===== src/rtl/hindbrain_pkg.sv =====
// Shared definitions for the hindbrain reflex monitor: register map,
// ID values, channel state encoding and AXI-Lite write-strobe helpers.
package hindbrain_pkg;

    // Global register byte offsets
    localparam logic [11:0] ADDR_ID          = 12'h000;
    localparam logic [11:0] ADDR_IRQ_STATUS  = 12'h004;
    localparam logic [11:0] ADDR_IRQ_MASK    = 12'h008;
    localparam logic [11:0] ADDR_ALARM_STATE = 12'h00C;
    localparam logic [11:0] ADDR_DEBOUNCE    = 12'h010;

    // Channel window: 0x100 + c*0x10, selected by address bits [11:8]
    localparam logic [3:0] CH_REGION     = 4'h1;
    localparam logic [3:0] CH_OFF_SAMPLE = 4'h0;
    localparam logic [3:0] CH_OFF_HI     = 4'h4;
    localparam logic [3:0] CH_OFF_LO     = 4'h8;
    localparam logic [3:0] CH_OFF_PEAK   = 4'hC;

    // ID register contents with and without the peak-hold feature
    localparam logic [31:0] ID_PEAK_HOLD    = 32'h4842_0100;
    localparam logic [31:0] ID_NO_PEAK_HOLD = 32'h4842_0000;

    localparam logic [31:0] UNMAPPED_DATA = 32'hDEAD_BEEF;
    localparam logic [1:0]  AXI_RESP_OKAY = 2'b00;

    typedef enum logic [1:0] {
        NORMAL  = 2'd0,
        PENDING = 2'd1,
        ALARM   = 2'd2
    } ch_state_e;

    // Expand the four byte strobes into a 32-bit bit mask
    function automatic logic [31:0] strb_mask(input logic [3:0] strb);
        logic [31:0] m;
        for (int b = 0; b < 4; b++) begin
            m[b*8 +: 8] = {8{strb[b]}};
        end
        return m;
    endfunction

    // Replace only the strobed bytes of a register value
    function automatic logic [31:0] merge_write(input logic [31:0] old_val,
                                                input logic [31:0] new_val,
                                                input logic [31:0] mask);
        return (old_val & ~mask) | (new_val & mask);
    endfunction

endpackage


===== src/rtl/hindbrain_alarm_channel.sv =====
// One sensor channel: debounced NORMAL/PENDING/ALARM FSM, last-sample
// register and, when HINDBRAIN_PEAK_HOLD_EN is defined, a peak-hold register.
module hindbrain_alarm_channel
    import hindbrain_pkg::*;
#(
    parameter int DATA_W     = 16,
    parameter int DEBOUNCE_W = 8
) (
    input  logic                  clk,
    input  logic                  rst,
    input  logic [DATA_W-1:0]     sample_data,
    input  logic                  sample_valid,
    input  logic [DATA_W-1:0]     hi_thresh,
    input  logic [DATA_W-1:0]     lo_thresh,
    input  logic [DEBOUNCE_W-1:0] debounce,
    input  logic                  peak_clr,
    output logic [DATA_W-1:0]     last_sample,
    output logic [DATA_W-1:0]     peak,
    output logic                  alarm,
    output logic                  alarm_entry
);

    localparam logic [DEBOUNCE_W-1:0] CNT_ONE = DEBOUNCE_W'(1);

    ch_state_e             state_q, state_d;
    logic [DEBOUNCE_W-1:0] cnt_q, cnt_d, cnt_inc;
    logic [DATA_W-1:0]     sample_q, sample_d;
    logic                  alarm_q, alarm_d;

    // Next-state logic: thresholds are only evaluated on a valid sample
    always_comb begin
        // NOTE: every signal written here gets a default first, so no latch is inferred.
        state_d     = state_q;
        cnt_d       = cnt_q;
        sample_d    = sample_q;
        cnt_inc     = (cnt_q == '1) ? cnt_q : cnt_q + 1'b1;
        alarm_entry = 1'b0;

        if (sample_valid) begin
            sample_d = sample_data;
            case (state_q)
                NORMAL: begin
                    if (sample_data > hi_thresh) begin
                        if (debounce <= CNT_ONE) begin
                            state_d = ALARM;
                            cnt_d   = '0;
                        end else begin
                            state_d = PENDING;
                            cnt_d   = CNT_ONE;
                        end
                    end
                end
                PENDING: begin
                    if (sample_data > hi_thresh) begin
                        // >= so a DEBOUNCE lowered mid-count still completes
                        if (cnt_inc >= debounce) begin
                            state_d = ALARM;
                            cnt_d   = '0;
                        end else begin
                            cnt_d = cnt_inc;
                        end
                    end else begin
                        state_d = NORMAL;
                        cnt_d   = '0;
                    end
                end
                ALARM: begin
                    if (sample_data < lo_thresh) begin
                        state_d = NORMAL;
                    end
                end
                default: begin
                    state_d = NORMAL;
                    cnt_d   = '0;
                end
            endcase
            alarm_entry = (state_q != ALARM) && (state_d == ALARM);
        end

        alarm_d = (state_d == ALARM);
    end

    // State, debounce count, last sample and registered alarm output
    always_ff @(posedge clk or posedge rst) begin
        if (rst) begin
            state_q  <= NORMAL;
            cnt_q    <= '0;
            sample_q <= '0;
            alarm_q  <= 1'b0;
        end else begin
            // NOTE: sequential state uses non-blocking assignments so every flop samples pre-edge values.
            state_q  <= state_d;
            cnt_q    <= cnt_d;
            sample_q <= sample_d;
            alarm_q  <= alarm_d;
        end
    end

    assign last_sample = sample_q;
    assign alarm       = alarm_q;

`ifdef HINDBRAIN_PEAK_HOLD_EN
    logic [DATA_W-1:0] peak_q, peak_d;

    // Running maximum of valid samples; a host write clears it
    always_comb begin
        peak_d = peak_q;
        if (peak_clr) begin
            peak_d = '0;
        end else if (sample_valid && (sample_data > peak_q)) begin
            peak_d = sample_data;
        end
    end

    // Peak register
    always_ff @(posedge clk or posedge rst) begin
        if (rst) begin
            peak_q <= '0;
        end else begin
            peak_q <= peak_d;
        end
    end

    assign peak = peak_q;
`else
    logic peak_clr_unused;
    assign peak_clr_unused = peak_clr;
    assign peak            = '0;
`endif

endmodule


===== src/rtl/hindbrain_reflex_monitor.sv =====
// N-channel sensor reflex monitor with AXI-Lite register slave.
// Holds the AXI-Lite slave, global registers, thresholds and irq reduction.
// HINDBRAIN_PEAK_HOLD_EN selects the per-channel peak-hold registers and ID.
module hindbrain_reflex_monitor
    import hindbrain_pkg::*;
#(
    parameter int NUM_CH     = 4,
    parameter int DATA_W     = 16,
    parameter int DEBOUNCE_W = 8
) (
    input  logic                     clk,
    input  logic                     rst,
    input  logic [NUM_CH*DATA_W-1:0] sensor_data,
    input  logic [NUM_CH-1:0]        sensor_valid,
    input  logic [11:0]              s_axil_awaddr,
    input  logic                     s_axil_awvalid,
    output logic                     s_axil_awready,
    input  logic [31:0]              s_axil_wdata,
    input  logic [3:0]               s_axil_wstrb,
    input  logic                     s_axil_wvalid,
    output logic                     s_axil_wready,
    output logic [1:0]               s_axil_bresp,
    output logic                     s_axil_bvalid,
    input  logic                     s_axil_bready,
    input  logic [11:0]              s_axil_araddr,
    input  logic                     s_axil_arvalid,
    output logic                     s_axil_arready,
    output logic [31:0]              s_axil_rdata,
    output logic [1:0]               s_axil_rresp,
    output logic                     s_axil_rvalid,
    input  logic                     s_axil_rready,
    output logic [NUM_CH-1:0]        reflex_alarm,
    output logic                     irq
);

`ifdef HINDBRAIN_PEAK_HOLD_EN
    localparam logic [31:0] ID_VALUE = ID_PEAK_HOLD;
`else
    localparam logic [31:0] ID_VALUE = ID_NO_PEAK_HOLD;
`endif

    // AXI-Lite handshake state
    logic        rdy_en_q, rdy_en_d;
    logic        aw_q, aw_d;
    logic [11:0] awaddr_q, awaddr_d;
    logic        w_q, w_d;
    logic [31:0] wdata_q, wdata_d;
    logic [3:0]  wstrb_q, wstrb_d;
    logic        bvalid_q, bvalid_d;
    logic        rvalid_q, rvalid_d;
    logic [31:0] rdata_q, rdata_d;

    // Global and per-channel configuration
    logic [NUM_CH-1:0]     irq_status_q, irq_status_d;
    logic [NUM_CH-1:0]     irq_mask_q, irq_mask_d;
    logic [DEBOUNCE_W-1:0] debounce_q, debounce_d;
    logic [DATA_W-1:0]     hi_q [NUM_CH];
    logic [DATA_W-1:0]     hi_d [NUM_CH];
    logic [DATA_W-1:0]     lo_q [NUM_CH];
    logic [DATA_W-1:0]     lo_d [NUM_CH];
    logic                  irq_q, irq_d;

    // Channel results
    logic [DATA_W-1:0] ch_sample [NUM_CH];
    logic [DATA_W-1:0] ch_peak   [NUM_CH];
    logic [NUM_CH-1:0] ch_alarm, ch_entry, peak_clr;

    // Write-path intermediates
    logic        aw_hs, w_hs, wr_fire;
    logic [11:0] wr_addr, wr_word;
    logic [31:0] wr_data, wr_mask;
    logic [NUM_CH-1:0] w1c_clr;

    // Read-path intermediates
    logic        ar_hs;
    logic [11:0] rd_word;
    logic [31:0] rd_val;

    logic addr_lsb_unused;
    assign addr_lsb_unused = ^{wr_addr[1:0], s_axil_araddr[1:0]};

    assign s_axil_awready = rdy_en_q & ~aw_q & ~bvalid_q;
    assign s_axil_wready  = rdy_en_q & ~w_q & ~bvalid_q;
    assign s_axil_bvalid  = bvalid_q;
    assign s_axil_bresp   = AXI_RESP_OKAY;
    assign s_axil_arready = rdy_en_q & ~rvalid_q;
    assign s_axil_rvalid  = rvalid_q;
    assign s_axil_rdata   = rdata_q;
    assign s_axil_rresp   = AXI_RESP_OKAY;
    assign reflex_alarm   = ch_alarm;
    assign irq            = irq_q;

    for (genvar c = 0; c < NUM_CH; c++) begin : g_ch
        hindbrain_alarm_channel #(
            .DATA_W     (DATA_W),
            .DEBOUNCE_W (DEBOUNCE_W)
        ) u_ch (
            .clk          (clk),
            .rst          (rst),
            .sample_data  (sensor_data[c*DATA_W +: DATA_W]),
            .sample_valid (sensor_valid[c]),
            .hi_thresh    (hi_q[c]),
            .lo_thresh    (lo_q[c]),
            .debounce     (debounce_q),
            .peak_clr     (peak_clr[c]),
            .last_sample  (ch_sample[c]),
            .peak         (ch_peak[c]),
            .alarm        (ch_alarm[c]),
            .alarm_entry  (ch_entry[c])
        );
    end

    // Write channel: capture AW and W independently, commit when both are held
    always_comb begin
        rdy_en_d = 1'b1;
        aw_hs    = s_axil_awvalid & s_axil_awready;
        w_hs     = s_axil_wvalid & s_axil_wready;
        wr_fire  = (aw_q | aw_hs) & (w_q | w_hs);
        wr_addr  = aw_q ? awaddr_q : s_axil_awaddr;
        wr_word  = {wr_addr[11:2], 2'b00};
        wr_data  = w_q ? wdata_q : s_axil_wdata;
        wr_mask  = strb_mask(w_q ? wstrb_q : s_axil_wstrb);

        aw_d     = aw_q;
        awaddr_d = awaddr_q;
        w_d      = w_q;
        wdata_d  = wdata_q;
        wstrb_d  = wstrb_q;
        bvalid_d = bvalid_q;

        if (wr_fire) begin
            aw_d     = 1'b0;
            w_d      = 1'b0;
            bvalid_d = 1'b1;
        end else begin
            if (aw_hs) begin
                aw_d     = 1'b1;
                awaddr_d = s_axil_awaddr;
            end
            if (w_hs) begin
                w_d     = 1'b1;
                wdata_d = s_axil_wdata;
                wstrb_d = s_axil_wstrb;
            end
        end
        if (bvalid_q && s_axil_bready) begin
            bvalid_d = 1'b0;
        end

        irq_mask_d = irq_mask_q;
        debounce_d = debounce_q;
        w1c_clr    = '0;
        peak_clr   = '0;
        for (int c = 0; c < NUM_CH; c++) begin
            hi_d[c] = hi_q[c];
            lo_d[c] = lo_q[c];
        end

        if (wr_fire) begin
            if (wr_word == ADDR_IRQ_STATUS) begin
                w1c_clr = NUM_CH'(wr_data & wr_mask);
            end else if (wr_word == ADDR_IRQ_MASK) begin
                irq_mask_d = NUM_CH'(merge_write(32'(irq_mask_q), wr_data, wr_mask));
            end else if (wr_word == ADDR_DEBOUNCE) begin
                debounce_d = DEBOUNCE_W'(merge_write(32'(debounce_q), wr_data, wr_mask));
            end else if (wr_word[11:8] == CH_REGION) begin
                for (int c = 0; c < NUM_CH; c++) begin
                    if (wr_word[7:4] == 4'(c)) begin
                        case (wr_word[3:0])
                            CH_OFF_HI:   hi_d[c] = DATA_W'(merge_write(32'(hi_q[c]), wr_data, wr_mask));
                            CH_OFF_LO:   lo_d[c] = DATA_W'(merge_write(32'(lo_q[c]), wr_data, wr_mask));
                            CH_OFF_PEAK: peak_clr[c] = 1'b1;
                            default:     ;
                        endcase
                    end
                end
            end
        end

        // A new alarm entry outranks a W1C landing in the same cycle
        irq_status_d = (irq_status_q & ~w1c_clr) | ch_entry;
        irq_d        = |(irq_status_q & irq_mask_q);
    end

    // Read channel: decode at AR acceptance, hold RDATA until RREADY
    always_comb begin
        rd_word = {s_axil_araddr[11:2], 2'b00};
        rd_val  = UNMAPPED_DATA;
        if (rd_word == ADDR_ID) begin
            rd_val = ID_VALUE;
        end else if (rd_word == ADDR_IRQ_STATUS) begin
            rd_val = 32'(irq_status_q);
        end else if (rd_word == ADDR_IRQ_MASK) begin
            rd_val = 32'(irq_mask_q);
        end else if (rd_word == ADDR_ALARM_STATE) begin
            rd_val = 32'(ch_alarm);
        end else if (rd_word == ADDR_DEBOUNCE) begin
            rd_val = 32'(debounce_q);
        end else if (rd_word[11:8] == CH_REGION) begin
            for (int c = 0; c < NUM_CH; c++) begin
                if (rd_word[7:4] == 4'(c)) begin
                    case (rd_word[3:0])
                        CH_OFF_SAMPLE: rd_val = 32'(ch_sample[c]);
                        CH_OFF_HI:     rd_val = 32'(hi_q[c]);
                        CH_OFF_LO:     rd_val = 32'(lo_q[c]);
                        CH_OFF_PEAK:   rd_val = 32'(ch_peak[c]);
                        default:       ;
                    endcase
                end
            end
        end

        ar_hs    = s_axil_arvalid & s_axil_arready;
        rvalid_d = rvalid_q;
        rdata_d  = rdata_q;
        if (rvalid_q && s_axil_rready) begin
            rvalid_d = 1'b0;
        end
        if (ar_hs) begin
            rvalid_d = 1'b1;
            rdata_d  = rd_val;
        end
    end

    // All top-level state; reset drops every ready and pending response
    always_ff @(posedge clk or posedge rst) begin
        if (rst) begin
            rdy_en_q     <= 1'b0;
            aw_q         <= 1'b0;
            awaddr_q     <= '0;
            w_q          <= 1'b0;
            wdata_q      <= '0;
            wstrb_q      <= '0;
            bvalid_q     <= 1'b0;
            rvalid_q     <= 1'b0;
            rdata_q      <= '0;
            irq_status_q <= '0;
            irq_mask_q   <= '0;
            debounce_q   <= DEBOUNCE_W'(4);
            irq_q        <= 1'b0;
            // NOTE: threshold arrays are host-visible config, so each entry gets a defined reset value like any flop.
            for (int c = 0; c < NUM_CH; c++) begin
                hi_q[c] <= '1;
                lo_q[c] <= '0;
            end
        end else begin
            rdy_en_q     <= rdy_en_d;
            aw_q         <= aw_d;
            awaddr_q     <= awaddr_d;
            w_q          <= w_d;
            wdata_q      <= wdata_d;
            wstrb_q      <= wstrb_d;
            bvalid_q     <= bvalid_d;
            rvalid_q     <= rvalid_d;
            rdata_q      <= rdata_d;
            irq_status_q <= irq_status_d;
            irq_mask_q   <= irq_mask_d;
            debounce_q   <= debounce_d;
            irq_q        <= irq_d;
            for (int c = 0; c < NUM_CH; c++) begin
                hi_q[c] <= hi_d[c];
                lo_q[c] <= lo_d[c];
            end
        end
    end

endmodule

===== config.mk =====
export PLATFORM = sky130hd
export DESIGN_NAME = hindbrain_reflex_monitor
export DESIGN_NICKNAME = d
export VERILOG_FILES = /design/src/rtl/hindbrain_pkg.sv /design/src/rtl/hindbrain_alarm_channel.sv /design/src/rtl/hindbrain_reflex_monitor.sv
export SDC_FILE = /design/constraint.sdc
export NUM_CORES = 1
export LEC_CHECK = 0
export BUFFER_PORTS_ARGS = -buffer_cell sky130_fd_sc_hd__buf_2
export CORE_AREA = 2 2 180 182
export DETAILED_ROUTE_END_ITERATION = 6
export DIE_AREA = 0 0 182 184
export PLACE_DENSITY = 0.88
export SYNTH_ARGS = -nofsm -noshare
export SYNTH_HDL_FRONTEND = slang
export SYNTH_SLANG_ARGS = --single-unit

===== constraint.sdc =====
create_clock -name clk -period 11.64 [get_ports clk]
set_clock_uncertainty 0.2 [all_clocks]
set_input_delay 1.746 -clock clk [delete_from_list [all_inputs] [get_ports clk]]
set_output_delay 1.746 -clock clk [all_outputs]
set_load 0.005 [all_outputs]

Yosys cells after proc, flatten, opt, wreduce, memory -nomap -nowiden. Index checks and enable logic that the tools add are counted.

Register bits: 320. Latch bits: 0. RAM bits: 0. ROM bits: 0. Input bits: 135. Output and inout port bits: 46. Memories: 0.

Add/subtract/negate cells: 4. Multipliers: 0. Divide/modulo/power cells: 0. $lt $le $gt $ge: 13. Eq/ne operators: 48. Shift-type cells: 0. Muxes and demuxes: 81. Bitwise operators: 49. Reduce and logical (&&, ||, !) cells: 35.

Operators with widths (number): $pmux W32 S4 (4); $mux W32 (10); $and A16 B16 Y16 (9); $mux W8 (16); $or A16 B16 Y16 (8); $pmux W8 S3 (4); $gt A16 B16 Y1 (4); $lt A16 B16 Y1 (4); $reduce_and A7 Y1 (8); $mux W2 (26); $add A8 B1 Y8 const B (4); $eq A8 B8 Y1 const B (4); $ge A8 B8 Y1 (4); $eq A10 B2 Y1 const B (3); $eq A2 B2 Y1 const B (15); $pmux W2 S3 (4); $eq A10 B1 Y1 const B (2); $eq A10 B3 Y1 const B (2); $eq A4 B1 Y1 const B (4); $eq A4 B2 Y1 const B (4); $mux W16 (1); $not A16 Y16 (1); $reduce_and A3 Y1 (5); $mux W1 (13); other kinds (22) (71).

Depth between registers and ports, before layout.
Depth after elaboration: 12. Gate-level depth with buffers: 14. Mapped depth without buffers: 14.

Cells and area by module. From an unflattened synthesis, not the netlist that was laid out.

Cells, all modules: 1881. Area total of the unflattened synthesis: 20287.0 um2.

Modules (own cells, without submodules): hindbrain_reflex_monitor (times used 1, cells each 805, area an instance 10565.1 um2, sequential area each 5011.1 um2); hindbrain_alarm_channel (g_ch[0].u_ch ...) (times used 3, cells each 268, area an instance 2426.1 um2, sequential area each 675.6 um2); hindbrain_alarm_channel (g_ch[3].u_ch) (times used 1, cells each 272, area an instance 2443.6 um2, sequential area each 675.6 um2).

Worst setup path after synthesis. OpenSTA, ideal clock, no wires.

Path type: input to register. Start point: input sensor_data[11]. End point: register g_ch[0].u_ch.cnt_q[0]. Library setup time: 0.124 ns. Data arrival time: 3.496 ns. Setup slack: 7.820 ns. Cell stages on the path: 8. Cell sequence: ha_1 nand3_1 or4_1 a31oi_1 a31oi_1 buf_2 and4_1 a211o_1.

Longest elaborated chain between the ends: 3.

RTL lines: from (decl) (RTL line hindbrain_reflex_monitor.sv:13) `input logic [NUM_CH*DATA_W-1:0] sensor_data,`; $gt A16 B16 Y1 * (RTL line hindbrain_alarm_channel.sv:43, hindbrain_alarm_channel.sv:54); $mux W8 or $ne A2 B1 Y1 (tied branches); $pmux W8 S3 or $reduce_and A3 Y1 (tied branches); to (signal assigned) (RTL line hindbrain_alarm_channel.sv:93) `cnt_q <= cnt_d;`; to (decl) (RTL line hindbrain_alarm_channel.sv:26) `logic [DEBOUNCE_W-1:0] cnt_q, cnt_d, cnt_inc;`.

Every way passes the cells marked *; elsewhere a longest branch is shown, timed or not. A chain may end at the register's enable or synchronous reset.

Worst setup path after layout.
Start point: input s_axil_araddr[2]. End point: register rdata_q[6] (netlist: s_axil_rdata[6]).

Longest elaborated chain between the ends: 12.

RTL lines: from (decl) (RTL line hindbrain_reflex_monitor.sv:25) `input logic [11:0] s_axil_araddr,`; $eq A2 B2 Y1 (tied with other cells) (RTL line hindbrain_reflex_monitor.sv:202) `case (rd_word[3:0])`; $pmux W32 S4 (RTL line hindbrain_reflex_monitor.sv:202); $mux W32 (4 in a row) (RTL line hindbrain_reflex_monitor.sv:201) `if (rd_word[7:4] == 4'(c)) begin`; $mux W32 (RTL line hindbrain_reflex_monitor.sv:199) `end else if (rd_word[11:8] == CH_REGION) begin`; $mux W32 (RTL line hindbrain_reflex_monitor.sv:197) `end else if (rd_word == ADDR_DEBOUNCE) begin`; $mux W32 (RTL line hindbrain_reflex_monitor.sv:195) `end else if (rd_word == ADDR_ALARM_STATE) begin`; $mux W32 (RTL line hindbrain_reflex_monitor.sv:193) `end else if (rd_word == ADDR_IRQ_MASK) begin`; $mux W32 (RTL line hindbrain_reflex_monitor.sv:191) `end else if (rd_word == ADDR_IRQ_STATUS) begin`; $mux W32 * (RTL line hindbrain_reflex_monitor.sv:189) `if (rd_word == ADDR_ID) begin`; to (signal assigned) (RTL line hindbrain_reflex_monitor.sv:255) `rdata_q <= rdata_d;`; to (decl) (RTL line hindbrain_reflex_monitor.sv:51) `logic [31:0] rdata_q, rdata_d;`.

Every way passes the cells marked *; elsewhere a longest branch is shown, timed or not. The select of a mux whose other input is x is not followed.

==> results.txt <==
CP cell instances: buf_2 > buf_4 > nand2b_2 > buf_4 > o221ai_1 > o21ai_0 > a22oi_1 > o221ai_1 > o21ai_0
Finished Cell Area: 20700 sq um
setup repair bufs after CTS: 0
Clock Latency Late Sink: 0.53 ns
dominant cell type by area after synthesis: dfrtp_1
Max-Cap Viols: 0
CTS root buf: clkbuf_16
cts repair resizes: 0
grt met1 use: 39.4%
crit-path max cell delay: 0.69 ns
Remaining Overflow, GRT: 0
Setup crit end kind: register
Adder-Cell Fraction of Synth Area: 10.7%
setup TNS: 0 ns
Yosys warning count: 0
fraction of layout cells with a size suffix above 1: 24.0%
leakage: 9.78 nW
nets: 2272
max-slew violations: 0
pwr/cell area: 142 nW/um^2
wire per inst: 22.2 microns
met2 Usage GRT: 52.7%
DRC viols: 0
CORE AREA: 31400 sq um
gpl congestion: 0.955
Slew @ Worst Pin: 1.43 ns
initial antenna violation count: 9
fin crit share: 40.0%
Initial Util: 59.6%
xor and xnor area share after synthesis: 0.515%
Die ar.: 33500 sq um
CP Launch Type: primary input
Die H: 184 microns
Vias/cell: 6.57
# rows: 65
RSZ-0062 raised after global routing: false
Die Wd: 182 microns
TritonCTS clock tree: done
post-synthesis compound-gate area fraction: 16.6%
simple-gate share of the synthesized area: 10.9%
drt total wl: 53600 microns
Antenna Violating Nets Remaining: 0
largest net degree at the start of global routing: 166
sequential fraction of the synthesis area: 41.2%
CTS sink cnt: 305
global-route wire length before repair: 83700 microns
cts bufs inserted: 35
main combinational cell family by area after synthesis: compound AO/OA/AOI/OAI gates
commonest non-fill, non-tap cells in the layout: dfrtp_1 (240), mux2_2 (172), inv_1 (172)
commonest non-fill, non-tap cell in the layout: dfrtp_1
worst-path maximum fanout: 73
reg2reg setup slack: 7.87 ns
H-tree Lvls: 2
Top Ports: 181
syn_area_per_cell: 10.0 sq um
Final setup violation count: 0
drt pass-1 iters: 6
area grow syn2layout: 10.9%
Placed Area: 19600 sq um
multiplexer share of the synthesized area: 13.9%
EDFF count, synth: 0
peak-usage layer in the global routing report: met2
FMAX: 0.215 GHz
Hold-fix buffers, CTS: 0
Worst Path Arrival: 4.87 ns
slew margin rel.: 4.81%
Worst-path clk slew: 0.06 ns
worst hold slack: 0.274 ns
highest ir drop seen on vdd: 0.137 mV
Iteration-0 DRC Markers: 1599
Power, Total: 2.95 mW
CP Class: in -> reg
Post-synth top flop: dfrtp_1
vias in the first global route: 15700
total track usage: 31.7%
post-synth cell types: 81
Crit path required time: 11.86 ns
Detail Placement HPWL: 38000 microns
min-delay worst type: reg -> reg
fillers: 2286
IO buf count: 151
Max clock buf depth: 3
via count: 15800
Critical Path Slowest Stage Cell: buf_4
status: finished clean
Cell Area, Synth: 18700 sq um
Seq cells post-synth: 305
Hold Vio Cnt, Final: 0
Cells after Synth: 1872
share of Yosys cell area claimed by the top area cell type: 32.1%
main area contributors after synthesis: dfrtp_1 (32%), ha_1 (11%), mux2_2 (10%)
clock period minus worst slack: 4.65 ns
GR Util met3: 6.60%
asr flop ratio synth: 100%
metal layers:
metal  vias to the layer above  part of all wire [%]
li1                       6978                     -
met1                      7676                    38
met2                       941                    47
met3                       225                   9.4
met4                         6                   5.4
met5                         -                 0.080
Yosys cell counts, drive strengths merged (9+ instances only):
cell type	n
a21o	38
a21oi	112
a22o	9
a31oi	10
and2	9
buf	57
clkbuf	40
dfrtp	240
dfstp	65
ha	160
inv	173
mux2	172
mux2i	67
nand2	137
nand3	40
nand4	38
nor2	93
nor2b	22
nor3	20
o211ai	11
o21ai	137
o221ai	58
o22ai	18
cells by family (layout without fill, tap and decap cells):
| logic type | count (synthesis) | count (layout) |
|---|---|---|
| AOI/OAI and AO/OA | 477 | 477 |
| xor gates and xnor gates | 11 | 11 |
| adders and majority gates | 160 | 160 |
| buffers and inverters | 271 | 396 |
| DFF | 305 | 305 |
| muxes | 239 | 239 |
| other | 2 | 13 |
| and+or+nand+nor | 407 | 407 |
per-stage QoR:
step                      worst slack (ns)  util [%]  instances
after detailed placement              6.71      62.4       2342
after global routing                  6.97      66.1       2406
after global placement                6.74      62.4       2342
final                                 6.99      66.1       2410
after CTS                             7.21      66.1       2405
after floorplan                       1.37         -       1878
worst paths after layout:
| path | cells after the start | from | endpoint |
|---|---|---|---|
| max in group asynchronous | 3 | rst | g_ch[0].u_ch.cnt_q[5]$_DFFE_PP0P_ |
| worst min-delay path | 2 | s_axil_rdata[3]$_DFFE_PP0P_ | s_axil_rdata[3]$_DFFE_PP0P_ |
| worst max-delay path | 9 | s_axil_araddr[2] | s_axil_rdata[6]$_DFFE_PP0P_ |
| worst min register to register | 2 | s_axil_rdata[3]$_DFFE_PP0P_ | s_axil_rdata[3]$_DFFE_PP0P_ |
| min in group asynchronous | 2 | rst | awaddr_q[8]$_DFFE_PP0P_ |
| worst max register to register | 12 | g_ch[2].u_ch.cnt_q[0]$_DFFE_PP0P_ | g_ch[2].u_ch.state_q[1]$_DFF_PP0_ |
where the power goes:
part	leakage [nW]	total, mW	internal (mW)	switching (mW)
registers	3.57	1.27	1.18	0.0931
clock network	0.566	1.10	0.644	0.458
logic	5.64	0.582	0.230	0.352
final cells by class:
class	count	area [sq um]	share of cell area [%]
inverters	174	661	3.18
diodes	5	12.5	0.0603
well taps	402	503	2.42
multi-input cells	1302	9890	47.7
clock inverters	12	103	0.495
clock buffers	51	1040	5.00
flip-flops and latches	305	7710	37.2
repair buffers	159	831	4.00
critical path: cells and delay by family:
kind	cells	cell delay, ns
compound gates	5	1.12
buf+inv	3	1.26
simple gates	1	0.69
(Power assumes the default switching activity.)
